==> config.mk <==
export PLATFORM = sky130hd
export DESIGN_NAME = seq_accum_src_flat
export DESIGN_NICKNAME = d
export VERILOG_FILES = /design/src/rtl/seq_accum_if.sv /design/src/rtl/seq_accum_src.sv /design/src/flat_wrapper.sv
export SDC_FILE = /design/constraint.sdc
export NUM_CORES = 1
export LEC_CHECK = 0
export CAP_MARGIN = 20
export CORE_MARGIN = 4
export CORE_UTILIZATION = 50
export CTS_CLUSTER_SIZE = 24
export DETAILED_ROUTE_END_ITERATION = 16
export PLACE_DENSITY = 0.86
export RECOVER_POWER = 25
export SKIP_CTS_REPAIR_TIMING = 1
export SLEW_MARGIN = 15
export SYNTH_ARGS = -nofsm -noshare
export SYNTH_HDL_FRONTEND = slang
export SYNTH_SLANG_ARGS = --single-unit
export TNS_END_PERCENT = 5
==> constraint.sdc <==
create_clock -name clk -period 2.6 [get_ports clk]
set_input_delay 0.52 -clock clk [delete_from_list [all_inputs] [get_ports clk]]
set_output_delay 0.52 -clock clk [all_outputs]
set_load 0.01 [all_outputs]
==> src/rtl/seq_accum_if.sv <==
// seq_accum_if: start/gather/done request bus and published-result bus for seq_accum_src
interface seq_accum_if #(parameter int W = 32);
    logic         start;
    logic         gather;
    logic         done;
    logic [W-1:0] data;
    logic         busy;
    logic         valid;
    logic [W-1:0] data_out;
    modport master (output start, gather, done, data, input busy, valid, data_out);
    modport slave  (input start, gather, done, data, output busy, valid, data_out);
endinterface

==> src/rtl/seq_accum_src.sv <==
// seq_accum_src: start + BEATS gather accumulator, published on done; signed W-bit sums.
// Define SEQ_ACCUM_SAT_EN to saturate each addition instead of wrapping.
module seq_accum_src #(
    parameter int W      = 32,
    parameter int OFFSET = 2,
    parameter int BEATS  = 2
) (
    input logic          clk,
    input logic          rst_n,
    seq_accum_if.slave   bus
);
    localparam logic [1:0] IDLE = 2'd0, ACCUM = 2'd1, WAIT_D = 2'd2;
    logic [1:0]   state;
    logic [W-1:0] acc;
    logic [7:0]   count;
    function automatic logic [W-1:0] add(input logic [W-1:0] a, input logic [W-1:0] b);
        logic [W-1:0] s;
        s = a + b;
`ifdef SEQ_ACCUM_SAT_EN
        // overflow only when operands share a sign that the sum lost
        if (a[W-1] == b[W-1] && s[W-1] != a[W-1])
            s = a[W-1] ? {1'b1, {(W-1){1'b0}}} : {1'b0, {(W-1){1'b1}}};
`endif
        return s;
    endfunction
    assign bus.busy = state != IDLE;
    always_ff @(posedge clk or negedge rst_n) begin
        if (!rst_n) begin
            state        <= IDLE;
            acc          <= '0;
            count        <= '0;
            bus.valid    <= 1'b0;
            bus.data_out <= '0;
        end else begin
            bus.valid <= 1'b0;
            case (state)
                IDLE: if (bus.start) begin
                    acc   <= add(bus.data, W'(OFFSET));
                    count <= '0;
                    state <= ACCUM;
                end
                ACCUM: if (bus.gather) begin
                    acc   <= add(acc, bus.data);
                    count <= count + 8'd1;
                    state <= (count == 8'(BEATS - 1)) ? WAIT_D : ACCUM;
                end
                WAIT_D: if (bus.done) begin
                    bus.data_out <= acc;
                    bus.valid    <= 1'b1;
                    state        <= IDLE;
                end
                default: state <= IDLE;
            endcase
        end
    end
endmodule

==> src/flat_wrapper.sv <==
// flat-port wrapper written by rule: the top's interface ports become plain ports
module seq_accum_src_flat 
#(
    parameter int W      = 32,
    parameter int OFFSET = 2,
    parameter int BEATS  = 2
)
  (clk, rst_n, bus_start, bus_gather, bus_done, bus_data, bus_busy, bus_valid, bus_data_out);
  seq_accum_if #(.W(W)) bus_i ();
  input logic clk;
  input logic rst_n;
  input wire logic [$bits(bus_i.start)-1:0] bus_start;
  input wire logic [$bits(bus_i.gather)-1:0] bus_gather;
  input wire logic [$bits(bus_i.done)-1:0] bus_done;
  input wire logic [$bits(bus_i.data)-1:0] bus_data;
  output wire logic [$bits(bus_i.busy)-1:0] bus_busy;
  output wire logic [$bits(bus_i.valid)-1:0] bus_valid;
  output wire logic [$bits(bus_i.data_out)-1:0] bus_data_out;
  assign bus_i.start = bus_start;
  assign bus_i.gather = bus_gather;
  assign bus_i.done = bus_done;
  assign bus_i.data = bus_data;
  assign bus_busy = bus_i.busy;
  assign bus_valid = bus_i.valid;
  assign bus_data_out = bus_i.data_out;
  seq_accum_src #(.W(W), .OFFSET(OFFSET), .BEATS(BEATS)) u_core (.clk(clk), .rst_n(rst_n), .bus(bus_i));
endmodule
# Word-level counts from Yosys, hierarchy flattened
# Index checks and enable logic that the tools add are counted.
# word_totals
register_bits	75
latch_bits	0
mem_bits_rw	0
romBits	0
in_bits	37
out_inout_bits	34
elab_cells	33
mem_count	0
# op_classes
add_sub_neg	3
n_mul	0
n_div	0
n_lt_le_gt_ge	0
eq_ne	6
n_shift	0
mux	13
bitwise	0
n_reduce_logical	6
# ops
op	n
$mux 32	2
$pmux 32 s2	1
$add 32x2->32 const B	1
$add 32x32->32	1
$mux 8	2
$pmux 8 s2	1
$add 8x1->8 const B	1
$eq 8x1->1 const B	1
$mux 2	4
$ne 2x2->1 const B	3
$pmux 2 s3	1
$reduce_and 3->1	2
$reduce_bool 2->1	2
$eq 2x1->1 const B	1
$eq 2x2->1 const B	1
$logic_not 2->1	1
$mux 1	2
$reduce_and 2->1	1

# Logic depth before layout (Yosys ltp)
# Gate-level depths: netlist of run 1.
# depth
word_depth	4
ltp_mapped	10
ltp_nobuf	10

# Worst setup path before layout of run 1
# OpenSTA, ideal clock, no wires.
# synth_timing
path_kind	input port to flip-flop
from	input port bus_data[0]
to	register u_core.acc[30]
arrival_ns	2.449
path_slack_ns	0.018
stages	9
path_buffers	0
path_cell_list	ha_1 > fa_1 > a21oi_1 > o211ai_1 > a21oi_1 > o211ai_2 > a41o_1 > o41ai_1 > nor3_1
# synth_between
elab_chain_len	3
elab_cells_between_ends	5
# synth_lines
item	line_no	text
from (decl)	flat_wrapper.sv:15	input wire logic [$bits(bus_i.data)-1:0] bus_data;
$add 32x32->32 / $add 32x2->32 (equally long branches)	seq_accum_src.sv:18	s = a + b;
$mux 32, on equally long branches	seq_accum_src.sv:42, seq_accum_src.sv:37	
$pmux 32 s2 (*)	seq_accum_src.sv:36	case (state)
to (signal assigned)	seq_accum_src.sv:38	acc <= add(bus.data, W'(OFFSET));
to (signal assigned)	seq_accum_src.sv:43	acc <= add(acc, bus.data);
to (decl)	seq_accum_src.sv:14	logic [W-1:0] acc;
# Every way passes the cells marked *; elsewhere a longest branch is shown, timed or not. The select of a mux whose other input is x is not followed.
# A chain may end at the register's enable or synchronous reset.

# Final worst setup path of run 1
# layout_timing
from	register u_core.acc[0]
to	register u_core.acc[24]
# layout_between
elab_chain_len	3
# layout_lines
item	line_no	text
$add 32x32->32	seq_accum_src.sv:18	
$mux 32	seq_accum_src.sv:42	ACCUM: if (bus.gather) begin
$pmux 32 s2	seq_accum_src.sv:36	
# No other way between the ends. The select of a mux whose other input is x is not followed.

==> results of run 1 <==
[registers in the layout, indices dropped and copies added, names as in the netlist]
name / count
u_core.bus.data_out: 32
u_core.bus.valid: 1
u_core.count: 8
u_core.state: 2
u_core.acc: 32
[kinds of logic after synthesis]
logic type	after synthesis	synth area share (%)
compound gates	159	18.5
xor+xnor	61	9.81
fa+ha+maj	35	8.18
buf+inv	44	3.12
flops	75	34.5
mux	6	1.10
simple gates	305	24.8
[power groups by stage]
stage | Combinational [mW] | Clock (mW) | Sequential (mW)
2_1_floorplan | 3.15 | 0 | 2.11
3_3_place_gp | 5.46 | 0 | 2.18
3_5_place_dp | 5.62 | 0 | 2.21
4_1_cts | 5.66 | 1.03 | 2.19
5_1_grt | 6.66 | 1.09 | 2.30
6_report | 6.14 | 1.02 | 2.26
[final timing paths]
check	startpoint	end	slack [ns]	cells past startpoint
setup / recovery	u_core.acc[0]	u_core.acc[24]	0.03	11
hold / removal	rst_n	u_core.bus.data_out[12]	0.46	1
setup reg to reg	u_core.acc[0]	u_core.acc[24]	0.03	11
hold reg to reg	u_core.bus.data_out[5]	u_core.bus.data_out[5]	0.48	2
max in group asynchronous	rst_n	u_core.acc[7]	0.86	2
min in group clk	u_core.bus.data_out[5]	u_core.bus.data_out[5]	0.48	2
[per-layer routing]
| layer | vias to the layer above | wire length, um |
|---|---|---|
| met5 | - | 0 |
| met4 | 0 | 238 |
| met3 | 24 | 1600 |
| met2 | 258 | 7970 |
| met1 | 2755 | 7920 |
| li1 | 2771 | - |
[area by class of cell]
type	count	area share, %
well taps	136	2.21
multi-input cells	566	47.3
repair buffers	206	22.5
flip-flops and latches	75	24.3
clock buffers	11	1.83
inverters	13	0.633
clock inverters	5	1.10
[placed cells by master, fill, tap and decap left out, types with 23 or more instances in the layout]
cell type	instances
clkdlybuf4s50_1	61
nor2_1	55
nand2_1	154
a21oi_1	53
o21ai_0	31
ha_1	23
dfrtp_1	75
buf_4	134
xor2_1	28
nand3_1	28
xnor2_1	32
==> results_dict.tcl, run 1 <==
set metrics [dict create \
    syn_avg_cell_area_um2 7.95 \
    ys_types 57 \
    synth_top_area_share_pct 34.5 \
    cp.arrival_ns 2.81 \
    postLayoutCoreUtil_pct 73.7 \
    use_met2_pct 42.1 \
    clk_root_buffer_cell "clkbuf_8" \
    fin_crit_sh_pct 98.9 \
    p_int_mw 5.26 \
    row_count 37 \
    worstSkewPairLatency_ns 0.35 \
    hold_path.class "input port to async pin" \
    grt_use_met1_pct 40.9 \
    fmax_ghz 0.389 \
    syn_inst 685 \
    synth_edf_count 0 \
    clock_power_share_pct 10.8 \
    worstPathCellList "ha_4, fa_2, a21oi_4, o211ai_1, a21oi_2, o211ai_2, a221oi_4, buf_4, o21ai_1, xnor2_1, a21oi_1" \
    outcome "completed" \
    n_fill_cell 747 \
    synthesis.area_mm2 0.00545 \
    syn_to_final_growth_pct 41.5 \
    slew_headroom_pct 9.45 \
    grt-busiest-layer "met2" \
    synth_warnings 0 \
    grtUsageTotal_pct 27.4 \
    slowest_delay_ns 0.42 \
    antenna_found_initial 0 \
    ys_ff_latch 75 \
    h-tree-depth 3 \
    post-dp-hpwl_mm 13.7 \
    postRouteAntennaNets 0 \
    cts.sinks 75 \
    drc 0 \
    final_hold_viol_count 0 \
    cap_violations 0 \
    critPathBufInv 1 \
    regArea_mm2 0.00188 \
    swShare_pct 44.2 \
    async_flop_share_pct 100 \
    rsz0062_at_grt "yes" \
    worst_pin_slew_ns 1.36 \
    power.density_mw_per_mm2 1220 \
    min_period_ns 2.57 \
    clk_pin_slew_worst_paths_ns 0.08 \
    dieArea_mm2 0.0126 \
    placed_cells 991 \
    wl_per_cell_um 17.5 \
    critPathRequiredTime_ns 2.84 \
    die_x_um 112 \
    drtIter0Drc 626 \
    fin_cells 1012 \
    drive_above_1_share_pct 21.8 \
    power.ir.vdd_worst_uv 578 \
    synth_top_flop_cell "dfrtp_1" \
    p_switching_mw 4.16 \
    power_mw 9.42 \
    grt-ovfl-total 0 \
    path_class "flip-flop to flip-flop" \
    setup_viol 0 \
    fin_ws_ns 0.0274 \
    timing.critical_path.from_type "flip-flop" \
    p_leak_nw 3.59 \
    end_kind "flip-flop" \
    grt_max_degree 34 \
    place_ws_ns -0.727 \
    wirelength_mm 17.7 \
    dpl_cell_area_mm2 0.00718 \
    die_h_um 112 \
    cts_max_path_buffers 2 \
    comb_power_share_pct 65.2 \
    slew_violations 0 \
    critPathTopFamily "compound AO/OA/AOI/OAI gates" \
    core_area_mm2 0.0105 \
    port_buffers 70 \
    ios 71 \
    finalNetCount 943 \
    tns_ns 0 \
    firstDrtPassIters 5 \
    grt_pass1_wl_mm 28.1 \
    ys_seq_area_share_pct 34.5 \
    grt_pass1_vias 5536 \
    whs_ns 0.458 \
    num_vias 5808 \
    cts_tree "done" \
    numCtsBuffers 9 \
    syn_nets 757 \
    synth_common_cells "nand2_1 (156), dfrtp_1 (75), a21oi_1 (57), nor2_1 (57), ha_1 (34)" \
    synth_top_area_cell "dfrtp_1" \
    design_area_mm2 0.00771 \
    yosysMostFrequentCell "nand2_1" \
    crit_slowest_cell "dfrtp_1" \
    antenna_cells 0 \
    seq_power_share_pct 24.0 \
    synth_area_leaders "dfrtp_1 (34%), nand2_1 (11%), ha_1 (7.8%)" \
    viasPerCell 5.74 \
    skew_ns 0.00838 \
    multi_input_area_mm2 0.00365 \
    gp_congestion 0.958 \
    cp_max_fo 3 \
    initial_core_util_pct 52.1 \
    grtUsageMet3_pct 4.31 \
]
Note: power is estimated with default switching activity, not from simulation.
==> run 2, diff against run 1 <==
--- a/config.mk
+++ b/config.mk
@@ -13,6 +13,7 @@
 export PLACE_DENSITY = 0.86
 export RECOVER_POWER = 25
 export SKIP_CTS_REPAIR_TIMING = 1
+export SKIP_LAST_GASP = 1
 export SLEW_MARGIN = 15
 export SYNTH_ARGS = -nofsm -noshare
 export SYNTH_HDL_FRONTEND = slang
==> run 2 against run 1 <==
  * The flow now finishes with violations (negative setup slack)
  * Largest cell class unchanged
  * Clock-buffer cell count did not move
  * First-iteration DRC count rose by 6.5%
  * Worst setup slack got worse by 0.046 ns
  * Global-route usage did not move
  * Fmax fell by 1.7%
  * Register-to-register slack got worse by 0.03 ns
  * Sequential share of layout area rose by 0.12 points
  * Critical path type is now input port to flip-flop
  * Total power fell by 0.39%
  * Final cell count did not move
  * Utilization fell by 0.37 points
  * Non-clock buffer count did not move
==> results_dict.tcl, run 2 (same netlist as run 1, synthesis figures left out) <==
set metrics [dict create \
    grt_pass1_vias 5536 \
    met3_length_mm 1.69 \
    drtIter0Drc 667 \
    n_fill_cell 754 \
    violations "negative setup slack" \
    postRouteAntennaNets 0 \
    drive_above_1_share_pct 21.1 \
    path_class "input port to flip-flop" \
    num_vias 5865 \
    h-tree-depth 3 \
    final_common_cell "nand2_1" \
    final_cell_mix "nand2_1 (154), buf_4 (134), dfrtp_1 (75), clkdlybuf4s50_1 (63), nor2_1 (55)" \
    gp_congestion 0.958 \
    final_hold_viol_count 0 \
    worst_pin_slew_ns 1.35 \
    cts_tree "done" \
    clk_root_buffer_cell "clkbuf_8" \
    cap_violations 0 \
    timing.critical_path.from_type "input port" \
    reg_top3 "u_core.acc: 32 flops, u_core.bus.data_out: 32 flops, u_core.count: 8 flops" \
    grt-ovfl-total 0 \
    worstSkewPairLatency_ns 0.36 \
    critPathRequiredTime_ns 2.85 \
    crit_slowest_cell "clkdlybuf4s50_1" \
    p_leak_nw 3.56 \
    ios 71 \
    antenna_found_initial 0 \
    cp_max_fo 3 \
    clk_pin_slew_worst_paths_ns 0.08 \
    grt_pass1_wl_mm 28.1 \
    firstDrtPassIters 6 \
    outcome "finished with violations" \
    rsz0062_at_grt "yes" \
    worstPathCellList "clkdlybuf4s50_1, ha_4, a21oi_2, nand2_1, or2_1, a211o_1, a31oi_4, o21ai_1, mux2i_1, a221o_1" \
    grt_max_degree 34 \
    fin_crit_sh_pct 101 \
    wirelength_mm 17.8 \
    drc 0 \
    antenna_cells 0 \
    fmax_ghz 0.382 \
    initial_core_util_pct 52.1 \
    slew_headroom_pct 9.84 \
    routed-wl-met2_mm 7.94 \
    post-dp-hpwl_mm 13.7 \
    dieArea_mm2 0.0126 \
    core_area_mm2 0.0105 \
    wl_per_cell_um 17.6 \
    numCtsBuffers 9 \
    end_kind "flip-flop" \
    die_h_um 112 \
    cts_max_path_buffers 2 \
    grtUsageTotal_pct 27.4 \
    viasPerCell 5.80 \
    top_layer "met4" \
    finalNetCount 943 \
    wl_met1_mm 7.92 \
    power.density_mw_per_mm2 1220 \
    postLayoutCoreUtil_pct 73.3 \
    slowest_delay_ns 0.48 \
    cts.sinks 75 \
    hold_path.class "input port to async pin" \
    skew_ns 0.0105 \
    port_buffers 70 \
    slew_violations 0 \
    power.ir.vdd_worst_uv 578 \
    whs_ns 0.453 \
    fin_ws_ns -0.0182 \
    min_period_ns 2.62 \
    syn_to_final_growth_pct 40.8 \
    setup_viol 1 \
    die_x_um 112 \
    cp.arrival_ns 2.87 \
    row_count 37 \
]
run 2: final timing paths:
| check | start | to | depth (start not counted) | slack, ns |
|---|---|---|---|---|
| min reg2reg | u_core.bus.data_out[5] | u_core.bus.data_out[5] | 2 | 0.48 |
| min in group clk | u_core.bus.data_out[5] | u_core.bus.data_out[5] | 2 | 0.48 |
| min | rst_n | u_core.bus.data_out[5] | 1 | 0.45 |
| max | bus_data[3] | u_core.acc[15] | 10 | -0.02 |
| max in group asynchronous | rst_n | u_core.acc[7] | 2 | 0.87 |
| max reg2reg | u_core.acc[1] | u_core.acc[15] | 10 | 0 |
run 2: final cells by class:
cell class | instances | area [um2] | share of cell area, %
clock buffers | 11 | 141 | 1.84
clock inverters | 5 | 85.1 | 1.11
inverters | 13 | 48.8 | 0.636
multi-input cells | 566 | 3620 | 47.1
flip-flops and latches | 75 | 1880 | 24.5
well taps | 136 | 170 | 2.22
repair buffers | 206 | 1730 | 22.6
run 2: worst max-delay path, delay by kind of cell:
kind,cells,cell delay (ns)
AO/OA/AOI/OAI,5,1.15
buffers and inverters,1,0.48
AND/OR/NAND/NOR,2,0.37
adder cells (fa/ha/maj),1,0.20
multiplexers,1,0.15
run 2: report_power, final:
group          internal, mW  switching [mW]  leakage [nW]
sequential             1.69           0.564         0.945
clock                 0.572           0.452         0.110
combinational          2.97            3.13          2.51
total                  5.23            4.15          3.56
run 2: layer usage:
| metal | up-vias | GRT usage (%) |
|---|---|---|
| li1 | 2779 | - |
| met1 | 2767 | 40.9 |
| met2 | 295 | 42.1 |
| met3 | 24 | 4.31 |
| met4 | 0 | 6.41 |
| met5 | - | 0 |
run 2: per-stage QoR:
step                      setup slack [ns]  TNS, ns  instances  power [mW]  area, um2
after detailed placement            -0.727   -12.77        991        7.83       7180
final                              -0.0182  -0.0182       1012        9.38       7670
after floorplan                     0.0182        0        685        5.26       5450
after global placement              -0.655   -11.21        991        7.64       7180
after CTS                           -0.359    -3.28       1007        8.88       7400
after global routing               -0.0977   -0.719       1012        10.0       7670
